$ cat src/rtl/mem_readback.sv
// Sequential readback engine for a block-RAM read port: sweeps an address range,
// absorbs the 1-cycle read latency and streams words out with valid/ready and a checksum.
module mem_readback #(
  parameter int unsigned WID_MEM   = 2,
  parameter int unsigned DEPTH_MEM = 32768
) (
  input  logic               clk,
  input  logic               reset,
  input  logic               start,
  input  logic [31:0]        start_addr,
  input  logic [31:0]        len,
  input  logic               abort,
  output logic [31:0]        raddr,
  input  logic [WID_MEM-1:0] mem_dout,
  output logic               out_valid,
  input  logic               out_ready,
  output logic [WID_MEM-1:0] out_data,
  output logic [31:0]        out_addr,
  output logic               out_last,
  output logic               busy,
  output logic               done,
  output logic [31:0]        checksum
);

  localparam int unsigned AW = $clog2(DEPTH_MEM);

  typedef enum logic [1:0] {StIdle, StRun, StDrain} state_e;

  state_e            state_q, state_d;
  logic [AW-1:0]     addr_q, addr_d, last_addr_q, inflight_addr_q;
  logic [31:0]       issue_cnt_q, issue_cnt_d, beat_cnt_q, beat_cnt_d;
  logic [31:0]       checksum_q, checksum_d;
  logic              inflight_q, done_q, done_d;
  logic [WID_MEM-1:0] fifo_data_q [2];
  logic [AW-1:0]     fifo_addr_q [2];
  logic              wr_ptr_q, rd_ptr_q;
  logic [1:0]        fifo_cnt_q, occ;
  logic              pop, issue;

  assign pop   = out_valid && out_ready;
  assign occ   = fifo_cnt_q + {1'b0, inflight_q};
  // A slot freed by this cycle's pop may be reused by this cycle's issue.
  assign issue = (state_q == StRun) && (issue_cnt_q != 32'd0) &&
                 ((occ - {1'b0, pop}) < 2'd2);

  always_comb begin
    state_d     = state_q;
    addr_d      = addr_q;
    issue_cnt_d = issue_cnt_q;
    beat_cnt_d  = beat_cnt_q;
    checksum_d  = checksum_q;
    done_d      = 1'b0;
    if (pop) begin
      beat_cnt_d = beat_cnt_q - 32'd1;
      checksum_d = checksum_q + 32'(out_data);
    end
    if (issue) begin
      addr_d      = addr_q + AW'(1);
      issue_cnt_d = issue_cnt_q - 32'd1;
    end
    if (abort) begin
      state_d = StIdle;
    end else begin
      unique case (state_q)
        StIdle: begin
          if (start) begin
            if (len == 32'd0) begin
              done_d = 1'b1;
            end else begin
              state_d     = StRun;
              addr_d      = start_addr[AW-1:0];
              issue_cnt_d = len;
              beat_cnt_d  = len;
              checksum_d  = '0;
            end
          end
        end
        StRun: begin
          if (issue && (issue_cnt_q == 32'd1)) state_d = StDrain;
        end
        StDrain: begin
          if (pop && (beat_cnt_q == 32'd1)) begin
            state_d = StIdle;
            done_d  = 1'b1;
          end
        end
        default: state_d = StIdle;
      endcase
    end
  end

  always_ff @(posedge clk or posedge reset) begin
    if (reset) begin
      state_q         <= StIdle;
      addr_q          <= '0;
      last_addr_q     <= '0;
      inflight_addr_q <= '0;
      issue_cnt_q     <= '0;
      beat_cnt_q      <= '0;
      checksum_q      <= '0;
      inflight_q      <= 1'b0;
      done_q          <= 1'b0;
    end else begin
      state_q     <= state_d;
      addr_q      <= addr_d;
      issue_cnt_q <= issue_cnt_d;
      beat_cnt_q  <= beat_cnt_d;
      checksum_q  <= checksum_d;
      done_q      <= done_d;
      inflight_q  <= issue && !abort;
      if (issue) begin
        last_addr_q     <= addr_q;
        inflight_addr_q <= addr_q;
      end
    end
  end

  // Two-entry FIFO; the read issued last cycle lands here with its address tag.
  always_ff @(posedge clk or posedge reset) begin
    if (reset) begin
      fifo_data_q[0] <= '0;
      fifo_data_q[1] <= '0;
      fifo_addr_q[0] <= '0;
      fifo_addr_q[1] <= '0;
      wr_ptr_q       <= 1'b0;
      rd_ptr_q       <= 1'b0;
      fifo_cnt_q     <= '0;
    end else if (abort) begin
      wr_ptr_q   <= 1'b0;
      rd_ptr_q   <= 1'b0;
      fifo_cnt_q <= '0;
    end else begin
      if (inflight_q) begin
        fifo_data_q[wr_ptr_q] <= mem_dout;
        fifo_addr_q[wr_ptr_q] <= inflight_addr_q;
        wr_ptr_q              <= ~wr_ptr_q;
      end
      if (pop) rd_ptr_q <= ~rd_ptr_q;
      fifo_cnt_q <= fifo_cnt_q + {1'b0, inflight_q} - {1'b0, pop};
    end
  end

  assign raddr     = 32'(issue ? addr_q : last_addr_q);
  assign out_valid = (fifo_cnt_q != 2'd0);
  assign out_data  = fifo_data_q[rd_ptr_q];
  assign out_addr  = 32'(fifo_addr_q[rd_ptr_q]);
  assign out_last  = out_valid && (beat_cnt_q == 32'd1);
  assign busy      = (state_q != StIdle);
  assign done      = done_q;
  assign checksum  = checksum_q;

endmodule

$ cat config.mk
export PLATFORM = sky130hd
export DESIGN_NAME = mem_readback
export DESIGN_NICKNAME = d
export VERILOG_FILES = /design/src/rtl/mem_readback.sv
export SDC_FILE = /design/constraint.sdc
export NUM_CORES = 1
export LEC_CHECK = 0
export CORE_AREA = 2 2 145 147
export CTS_CLUSTER_SIZE = 28
export DETAILED_ROUTE_END_ITERATION = 10
export DIE_AREA = 0 0 147 149
export PLACE_DENSITY = 0.76
export SYNTH_ARGS = -nofsm -noshare
export SYNTH_HDL_FRONTEND = slang
export SYNTH_SLANG_ARGS = --single-unit
$ cat constraint.sdc
create_clock -name clk -period 15 [get_ports clk]
set_input_delay 3 -clock clk [delete_from_list [all_inputs] [get_ports clk]]
set_output_delay 3 -clock clk [all_outputs]
set_load 0.1 [all_outputs]
Word level (Yosys, flattened, before mapping)
Cells that the tools add are included.

Flip-flop bits (word level): 168. Input port bits: 71. Output and inout bits: 102. Word-level logic and storage cells: 105.

Add/sub/neg operators: 6. Magnitude comparators: 4. Equal/unequal tests: 8. Multiplexer cells: 49. Bitwise logic cells: 5. Reduce and logical (&&, ||, !) cells: 18.

Operators by type and width (count): 2-to-1 mux 32 bit (15); 2-to-1 mux 15 bit (10); == test 32 x 1 -> 1 bit, second input constant (2); subtractor 32 x 1 -> 32 bit, second input constant (2); adder 32 x 2 -> 32 bit (1); zero test 32 bit (1); nonzero test 32 bit (1); bitwise mux 30 bit (1); 2-to-1 mux 2 bit (10); adder 15 x 1 -> 15 bit, second input constant (1); demux 15 bit (select 1 bit) (1); != test 3 bit, second input constant (3); logical AND 1 bit (8); 2-to-1 mux 1 bit (8); nonzero test 2 bit (4); one-hot mux 2 bit (3 select lines) (1); bitwise mux 4 bit (1); >= comparator 2 bit, second input constant (2); NOT 1 -> 2 bit (2); AND reduction 4 bit (1); != test 3 x 2 -> 1 bit, second input constant (1); NOT 1 bit (3); adder 2 x 1 -> 2 bit (1); demux 2 bit (select 1 bit) (1); other kinds (9) (9).

Logic depth before layout (Yosys ltp)
Word-level depth: 10. Mapped depth: 13. Gate-level depth less buffers: 10.

Worst setup path after synthesis
Ideal clock, no wire load.

Kind: input-to-output. Start point: in out_ready. End point: out raddr[10]. Arrival time: 5.970 ns. Data required time: 12.000 ns. Path slack: 6.030 ns. Stages on the path: 12. Buffers on the path: 2. Path through: o21ai_0 -> inv_1 -> clkbuf_1 -> ha_1 -> inv_1 -> ha_1 -> xnor3_1 -> nand2_1 -> a31oi_1 -> clkbuf_1 -> nand2_1 -> nand2_1.

Cells in the longest elaborated chain, start to end: 5.

Ends and longest elaborated chain: start, declared (RTL line 16) `input logic out_ready,`; logical AND 1 bit (RTL line 40) `assign pop = out_valid && out_ready;`; subtractor 2 x 1 -> 2 bit (RTL line 44) `((occ - {1'b0, pop}) < 2'd2);`; < comparator 2 bit (RTL line 44); logical AND 1 bit (RTL line 43) `assign issue = (state_q == StRun) && (issue_cnt_q != 32'd0) &&`; 2-to-1 mux 15 bit (RTL line 143) `assign raddr = 32'(issue ? addr_q : last_addr_q);`; end, declared (RTL line 13) `output logic [31:0] raddr,`.

Every way passes these cells.

Worst setup path after layout
Start point: in out_ready. End point: out raddr[13].

Same word-level chain as after synthesis.

==> results.py <==
metrics = {
    "global_routing": {
        "grt_max_degree": 90,
        "grt_antenna_before_repair": 1,
        "grt_pass1_vias": 6911,
        "track_usage_pct": 20.2,
        "grt_pass1_wl_microns": 35500,
        "gr-total-overflow": 0,
    },
    "placed_design": {
        "portBuffers": 121,
        "placed_area_sq_mm": 0.0103,
        "dp_hpwl_microns": 15500,
        "gp_congestion": 0.829,
        "dp_slack_ps": 4530,
    },
    "logic_synthesis": {
        "netlist_top_cells_area": "dfrtp_1 (47%), mux2_2 (6.4%), nor2_1 (3.7%)",
        "synth_top_area_cell": "dfrtp_1",
        "synth-seq-area-share_pct": 46.9,
        "syn_inst": 908,
        "async_flop_share_pct": 100,
        "synth_warnings": 0,
        "synth-simple-area-share_pct": 22.1,
        "ys_ff_latch": 168,
        "synth_edf_count": 0,
        "synth_xor_area_share_pct": 6.40,
        "synth_top_family_by_area": "simple AND/OR/NAND/NOR gates",
        "postSynthAreaPerCell_sq_um": 9.88,
        "synthMuxAreaShare_pct": 6.40,
        "synth.distinct_cells": 60,
        "synth.top_cell.area_share_pct": 46.9,
        "syn_area_sq_mm": 0.00897,
        "synthAdderAreaFrac_pct": 1.62,
        "synth_compound_area_share_pct": 11.2,
        "synth-main-ff-cell": "dfrtp_1",
    },
    "setup_path": {
        "reg2reg_from": "fifo_cnt_q[1]",
        "arrival_ps": 7510,
        "startpoint": "out_ready",
        "cp_max_fo": 33,
        "end_kind": "output port",
        "crit_required_ps": 12000,
        "worstSetupPathType": "in -> out",
        "critical_path.startpoint_type": "input pin",
        "r2r_cells": 10,
    },
    "clocking": {
        "root_buffer": "clkbuf_16",
        "ctsHoldBuffers": 0,
        "postCtsResizedCells": 0,
        "htree_levels": 4,
        "cts_tree": "done",
        "clkTransAtPathRegs_ps": 60,
        "cts_buffers": 17,
        "cts_setup_buffers": 0,
        "cts_sinks": 168,
        "clockBufferDepth": 2,
        "clock_latency_ps": 430,
    },
    "finish": {
        "fin_area_sq_mm": 0.0109,
        "syn_to_final_growth_pct": 21.3,
        "layout.nets": 1094,
        "drive_gt1_share_pct": 10.9,
        "n_fill_cell": 1840,
        "antenna_cells": 0,
        "post-route-util_pct": 52.9,
    },
    "pwr": {
        "ir_drop_mv": 0.157,
        "leakagePower_nw": 4.35,
        "powerDensity_mw_per_mm2": 188,
    },
    "job": {
        "cap_violations": 0,
    },
    "sta": {
        "hold_viol": 0,
        "period_needed_ps": 10510,
        "setup_tns_ps": 0,
        "setup_slack_ps": 4490,
        "rsz0062_at_grt": "no",
        "finalClockSkew_ps": 10.9,
        "relSlewSlack_pct": 30.0,
        "report.final.slew_viol_count": 0,
        "worst_slew_pin_slew_ps": 1050,
        "max_freq_mhz": 95.1,
        "post-route-period-util_pct": 70.1,
        "setup_viol": 0,
    },
    "route": {
        "ant_nets": 0,
        "drc_errors": 0,
        "wl_microns": 21900,
        "first_iter_violations": 421,
        "dr_total_vias": 7255,
        "viasPerCell": 5.59,
        "first_pass_iters": 5,
        "routedWlPerCell_microns": 16.9,
    },
    "status": {
        "status": "finished clean",
    },
    "floorplanning": {
        "die_x_microns": 147,
        "io_pins": 173,
        "core_sq_mm": 0.0206,
        "start_util_pct": 43.6,
        "row_count": 53,
        "dieArea_sq_mm": 0.0219,
        "die_h_microns": 149,
    },
    "hold_path": {
        "min-delay-start": "fifo_addr_q[6]",
        "hp-class": "reg -> reg",
        "hold_depth": 1,
    },
}
worst paths after layout:
check	endpoint	slack [ps]
max in group asynchronous	beat_cnt_q[30]	10330
setup / recovery	raddr[13]	4490
min in group asynchronous	checksum[26]	3110
hold / removal	fifo_addr_q[6]	500
setup reg to reg	issue_cnt_q[5]	11030
hold reg to reg	fifo_addr_q[6]	500
cells by family after synthesis:
logic type	Yosys count
AO/OA/AOI/OAI	153
other	1
AND/OR/NAND/NOR	369
flip-flops	168
adder cells (fa/ha/maj)	11
multiplexers	51
buffers and inverters	91
XOR/XNOR	64
cells in the final DEF (no fill, tap or decap), types with 5 or more instances in the layout:
| master | netlist | routed |
|---|---|---|
| a211oi_1 | 6 | 6 |
| a21oi_1 | 48 | 48 |
| a311oi_1 | 6 | 6 |
| a31oi_1 | 30 | 29 |
| and2_1 | 6 | 6 |
| and3_1 | 13 | 13 |
| and4_1 | 8 | 8 |
| buf_4 | 35 | 5 |
| clkbuf_16 | 0 | 17 |
| clkdlybuf4s50_1 | 0 | 121 |
| conb_1 | 1 | 34 |
| dfrtp_1 | 168 | 168 |
| ha_1 | 10 | 10 |
| inv_1 | 17 | 16 |
| mux2_2 | 51 | 51 |
| nand2_1 | 83 | 83 |
| nand3_1 | 27 | 27 |
| nand4_1 | 25 | 25 |
| nand4b_1 | 8 | 8 |
| nor2_1 | 88 | 88 |
| nor3_1 | 21 | 21 |
| nor4_1 | 22 | 22 |
| o21ai_0 | 18 | 17 |
| o31ai_1 | 16 | 16 |
| or3_1 | 23 | 23 |
| or4_1 | 20 | 20 |
| xnor2_1 | 31 | 31 |
| xor2_1 | 32 | 32 |
power by group:
| group | switching (mW) | internal [mW] | leakage [nW] |
|---|---|---|---|
| clock network | 0.181 | 0.259 | 0.294 |
| logic | 0.658 | 0.255 | 2.00 |
| registers | 0.120 | 0.572 | 2.06 |
| total | 0.960 | 1.09 | 4.35 |
state kept, by name (all words and copies together), names as in the netlist, 2 cells and up:
signal           count
issue_cnt_q         32
state_q              2
inflight_addr_q     15
addr_q              15
fifo_cnt_q           2
checksum            32
beat_cnt_q          32
fifo_addr_q         30
fifo_data_q          4
cell usage after synthesis, drive strengths merged, types with 4 or more instances:
cell type	n
nand4b	8
buf	49
and2	6
or4	20
xor2	32
a21oi	48
or2	4
o211ai	4
nand3	27
nand2	84
inv	17
mux2	51
or3	23
ha	10
nand4	26
a31oi	30
and4	8
and3	13
dfrtp	168
nor2	88
nor4	28
a31o	4
o31ai	16
clkbuf	25
o21ai	18
xnor2	31
a211oi	6
a311oi	6
nor3	21
worst max-delay path, cell delays in order:
cell and delay [ps]:
clkdlybuf4s50_1 590, o21ai_0 280, inv_1 350, ha_1 300, inv_1 60, ha_1 140, xnor3_1 520, nand2_1 250
a31o_2 600, nand2_1 120, nand2_1 130, clkdlybuf4s50_1 1150
metal layers:
metal | part of all wire (%) | global-route usage (%) | vias up | routed length, microns
li1 | - | - | 3466 | -
met1 | 44 | 26.8 | 3560 | 9600
met2 | 49 | 33.4 | 195 | 10800
met3 | 5.1 | 4.46 | 32 | 1120
met4 | 2.0 | 6.35 | 2 | 440
met5 | 0.059 | 0 | - | 13
cell type report:
class	count	area, sq um	area share, %
multi-input cells	682	4420	40.7
repair buffers	126	1250	11.5
clock buffers	21	470	4.32
inverters	17	68.8	0.633
well taps	275	344	3.16
clock inverters	10	119	1.09
flip-flops and latches	168	4200	38.6
stage by stage:
step                std cells  total power, mW  hold WS (ps)
floorplan                 941             1.40           465
global placement         1268             1.59           482
detailed placement       1268             1.61           487
CTS                      1299             2.06           503
global route             1299             2.14           520
finish                   1299             2.05           500
Note: power is estimated with default switching activity, not from simulation.
==> RTL change 1 (same settings) <==
Encoding of `state_e`: now one-hot (3 bits for 3 states).
--- a/src/rtl/mem_readback.sv
+++ b/src/rtl/mem_readback.sv
@@ -26,3 +26,3 @@
 
-  typedef enum logic [1:0] {StIdle, StRun, StDrain} state_e;
+  typedef enum logic [2:0] {StIdle = 3'b001, StRun = 3'b010, StDrain = 3'b100} state_e;
 
Formal check against the unedited RTL: no difference found for any inputs over 4 cycles, from zero or initial values and one cycle with reset high; so few cycles prove little.
==> RTL change 1 against the original RTL <==
- sequential cell count rose by 1
- count of clock-buffer cells in the layout fell by 4
- maximum frequency fell by 1.0%
- setup slack got worse by 110 ps
- design area fell by 2.2%
- wire length fell by 5.8%
- total power fell by 5.3%
- clock power rose by 12%
- core utilization fell by 1.1 points
- worst hold slack improved by 3.5 ps
- area after synthesis fell by 3.4%
- combinational power fell by 17%
==> RTL change 1: results (changes against the original RTL) <==
| Metric | Value |
|---|---|
| Portion of the post-synthesis area used by sequential elements | `48.8% (was 46.9%)` |
| Final estimated routing congestion in global placement | `0.819 (was 0.829)` |
| Fraction of final layout cells with drive strength greater than 1 | `10.2% (was 10.9%)` |
| Largest net degree at the start of global routing | `112 (was 90)` |
| Worst VDD drop | `77.6 µV (was 157 µV)` |
| Share of the synthesized netlist area taken by xor and xnor gates | `9.96% (was 6.40%)` |
| Vias post-DR | `6764 (was 7255)` |
| Net total in the final layout | `1068 (was 1094)` |
| Area fraction in compound gates after synthesis | `6.73% (was 11.2%)` |
| Peak per-stage delay on the critical path | `1190 ps (was 1150 ps)` |
| Number of antenna violations at the first check in global routing | `0 (was 1)` |
| Routed wire length on met3 | `857 µm (was 1120 µm)` |
| Synth top area cells | `sky130_fd_sc_hd__dfrtp_1, sky130_fd_sc_hd__mux2_2, sky130_fd_sc_hd__xnor2_1, sky130_fd_sc_hd__xor2_1, sky130_fd_sc_hd__nor2_1 (was sky130_fd_sc_hd__dfrtp_1, sky130_fd_sc_hd__mux2_2, sky130_fd_sc_hd__nor2_1, sky130_fd_sc_hd__nand2_1, sky130_fd_sc_hd__xor2_1)` |
| Result of the run | `completed (unchanged)` |
| Wirelength per Cell | `16.2 µm (was 16.9 µm)` |
| Global-route wire length before repair | `34100 µm (was 35500 µm)` |
| Commonest cells post-synth | `sky130_fd_sc_hd__dfrtp_1, sky130_fd_sc_hd__nor2_1, sky130_fd_sc_hd__nand2_1 (unchanged)` |
| DP Wirelength | `14200 µm (was 15500 µm)` |
| LEAKAGE | `4.33 nW (was 4.35 nW)` |
| Highest metal layer with signal wires | `met4 (was met5)` |
| Multiplexer share of the synthesized area | `6.62% (was 6.40%)` |
| Adder-Cell Fraction of Synth Area | `1.67% (was 1.62%)` |
| Highest fanout seen on the critical path | `21 (was 33)` |
| Post-route clock skew | `14.8 ps (was 10.9 ps)` |
| Transition time of the tightest slew-check pin | `1090 ps (was 1050 ps)` |
| Clock sinks | `169 (was 168)` |
| Detailed route wirelength on metal2 | `10300 µm (was 10800 µm)` |
| Unique cell type count in the Yosys netlist | `50 (was 60)` |
| Layout filler cell count | `1823 (was 1840)` |
RTL change 1: metal layers:
metal | global-route usage, % | vias up
met5 | 0 | -
met4 | 6.11 | 0
met3 | 3.12 | 31
met2 | 33.4 | 173
met1 | 25.2 | 3327
li1 | - | 3233
RTL change 1: power by group:
group          total [W]  leakage [nW]  internal (W)  switching (W)
clock           0.000493         0.321      0.000300       0.000194
combinational   0.000762          1.91      0.000220       0.000542
sequential      0.000682          2.10      0.000570       0.000112
total            0.00194          4.33       0.00109       0.000848
RTL change 1: critical path, delay by kind of cell:
kind	cells	cell delay [ps]
adders and majority gates	2	500
xor gates and xnor gates	1	390
and+or+nand+nor	2	1290
AOI/OAI and AO/OA	2	570
buffers and inverters	4	1860
RTL change 1: worst paths after layout:
check / startpoint / endpoint / slack [ps] / depth (start not counted)
worst min-delay path: fifo_addr_q[6] / fifo_addr_q[6] / 500 / 1
worst min register to register: fifo_addr_q[6] / fifo_addr_q[6] / 500 / 1
min in group asynchronous: reset / checksum[27] / 3090 / 2
worst max-delay path: out_ready / raddr[8] / 4380 / 11
worst max register to register: issue_cnt_q[27] / issue_cnt_q[4] / 11060 / 6
max in group asynchronous: reset / beat_cnt_q[9] / 10320 / 3
RTL change 1: per-stage QoR:
| step | setup slack [ps] | total power (W) | instances | instance area [µm²] | utilization, % |
|---|---|---|---|---|---|
| 2_1_floorplan | 4760 | 0.00127 | 917 | 8790 | - |
| 3_3_place_gp | 4450 | 0.00143 | 1242 | 9990 | 48.6 |
| 3_5_place_dp | 4340 | 0.00145 | 1242 | 9990 | 48.6 |
| 4_1_cts | 4350 | 0.00195 | 1274 | 10600 | 51.8 |
| 5_1_grt | 4090 | 0.00202 | 1274 | 10600 | 51.8 |
| 6_report | 4380 | 0.00194 | 1274 | 10600 | 51.8 |
RTL change 1: logic make-up after synthesis:
logic type | Yosys count
AOI/OAI and AO/OA | 108
DFF | 169
and+or+nand+nor | 361
muxes | 51
adders and majority gates | 11
xor gates and xnor gates | 97
buffers and inverters | 86
other | 1
RTL change 1: cell type report:
cell class	instances	area, µm²	share of cell area (%)
multi-input cells	662	4120	38.7
well taps	275	344	3.23
clock inverters	15	231	2.17
inverters	10	42.5	0.400
flip-flops and latches	169	4230	39.7
clock buffers	17	425	4.00
repair buffers	126	1250	11.7
==> RTL change 2 (same flow settings) <==
Without the edit above. Change the parameter `DEPTH_MEM` from 32768 to 65536.
--- a/src/rtl/mem_readback.sv
+++ b/src/rtl/mem_readback.sv
@@ -4,3 +4,3 @@
   parameter int unsigned WID_MEM   = 2,
-  parameter int unsigned DEPTH_MEM = 32768
+  parameter int unsigned DEPTH_MEM = 65536
 ) (
Formal check against the unedited RTL: not equivalent (Yosys sat finds a counterexample within 4 cycles, from zero or initial values and one cycle with reset high).
==> RTL change 2 against the original RTL <==
- wire length decreased by 1.0%
- synthesized cell count increased by 0.88%
- worst hold slack improved by 2.1 ps
- sequential cell count increased by 4
- total power decreased by 2.2%
- count of clock-buffer cells in the layout decreased by 1
- setup slack got worse by 330 ps
- clock skew about the same
- critical path depth unchanged
- design area increased by 0.77%
- area after synthesis increased by 1.4%
- critical path type unchanged
- largest cell class unchanged
- largest power group unchanged
==> RTL change 2: results (changes against the original RTL) <==
| Metric | Value |
|---|---|
| Data arrival time of the critical path | `7840 ps (was 7510 ps)` |
| Via density | `5.66 (was 5.59)` |
| Highest fanout seen on the critical path | `28 (was 33)` |
| Endpoint of the most critical register-to-register path | `addr_q[2] (was issue_cnt_q[5])` |
| Standard cell area after detailed placement | `10400 µm² (was 10300 µm²)` |
| WHS | `502 ps (was 500 ps)` |
| Layout filler cell count | `1824 (was 1840)` |
| GRT Util Overall | `19.9% (was 20.2%)` |
| Total of buffers placed on input and output ports | `124 (was 121)` |
| Worst VDD drop | `160 µV (was 157 µV)` |
| Portion of the post-synthesis area used by sequential elements | `47.3% (was 46.9%)` |
| Vias in the first global route | `7018 (was 6911)` |
| Share of the synthesized netlist area taken by xor and xnor gates | `5.16% (was 6.40%)` |
| Unique cell type count in the Yosys netlist | `59 (was 60)` |
| Wirelength per Cell | `16.6 µm (was 16.9 µm)` |
| Cells after synthesis | `916 (was 908)` |
| Global-route wire length before repair | `35400 µm (was 35500 µm)` |
| Synth top area cells | `sky130_fd_sc_hd__dfrtp_1, sky130_fd_sc_hd__mux2_2, sky130_fd_sc_hd__nor2_1, sky130_fd_sc_hd__nand2_1, sky130_fd_sc_hd__buf_4 (was sky130_fd_sc_hd__dfrtp_1, sky130_fd_sc_hd__mux2_2, sky130_fd_sc_hd__nor2_1, sky130_fd_sc_hd__nand2_1, sky130_fd_sc_hd__xor2_1)` |
| First drt pass iteration count | `6 (was 5)` |
| Post-placement cell count | `1278 (was 1268)` |
| Endpoint of the worst hold-timing path | `fifo_addr_q[10] (was fifo_addr_q[6])` |
| Drt first-iter violations | `350 (was 421)` |
| DP Wirelength | `15300 µm (was 15500 µm)` |
| Setup crit end | `raddr[11] (was raddr[13])` |
| Result of the run | `completed (unchanged)` |
| Total wire length | `21700 µm (was 21900 µm)` |
| Final estimated routing congestion in global placement | `0.842 (was 0.829)` |
| Net total in the final layout | `1104 (was 1094)` |
| Total net switching power | `0.000942 W (was 0.000960 W)` |
| Largest net degree at the start of global routing | `99 (was 90)` |
| Post-route clock skew | `10.5 ps (was 10.9 ps)` |
## RTL change 2: metal layers
layer / global-route usage, % / share of wire [%] / vias to the layer above
li1: - / - / 3510
met1: 27.1 / 45 / 3707
met2: 33.4 / 49 / 179
met3: 3.58 / 5.0 / 20
met4: 5.10 / 1.2 / 0
met5: 0 / 0 / -
## RTL change 2: stage by stage
step / power (W) / worst slack [ps]
floorplan: 0.00140 / 4630
global placement: 0.00158 / 4340
detailed placement: 0.00160 / 4190
CTS: 0.00201 / 4170
global route: 0.00209 / 3860
finish: 0.00200 / 4160
## RTL change 2: power by group through the flow
stage               Combinational, W  Clock, W  Sequential, W
floorplan                   0.000712         0       0.000685
global placement            0.000881         0       0.000699
detailed placement          0.000892         0       0.000706
CTS                         0.000896  0.000412       0.000699
global route                0.000937  0.000431       0.000719
finish                      0.000892  0.000408       0.000701
## RTL change 2: cell families after synthesis
| kind of cell | count (synthesis) |
|---|---|
| compound gates | 161 |
| simple gates | 372 |
| fa+ha+maj | 11 |
| other cells | 1 |
| flops | 172 |
| mux | 54 |
| xor+xnor | 52 |
| buf+inv | 93 |
## RTL change 2: worst reg2reg max path: cells and delay by family (launching register included)
| kind | cells | cell delay (ps) |
|---|---|---|
| adder cells (fa/ha/maj) | 2 | 550 |
| buffers and inverters | 2 | 400 |
| flip-flops | 1 | 420 |
| AO/OA/AOI/OAI | 4 | 1950 |
| XOR/XNOR | 1 | 440 |
| AND/OR/NAND/NOR | 1 | 330 |
## RTL change 2: cell type report
cell class	count	area [µm²]	area share (%)
multi-input combinational	682	4420	40.3
sequential	172	4300	39.3
timing repair buffer	130	1290	11.7
clock buffer	20	437	3.98
tap	275	344	3.14
clock inverter	11	97.6	0.890
inverter	19	76.3	0.696
antenna	1	2.50	0.0228
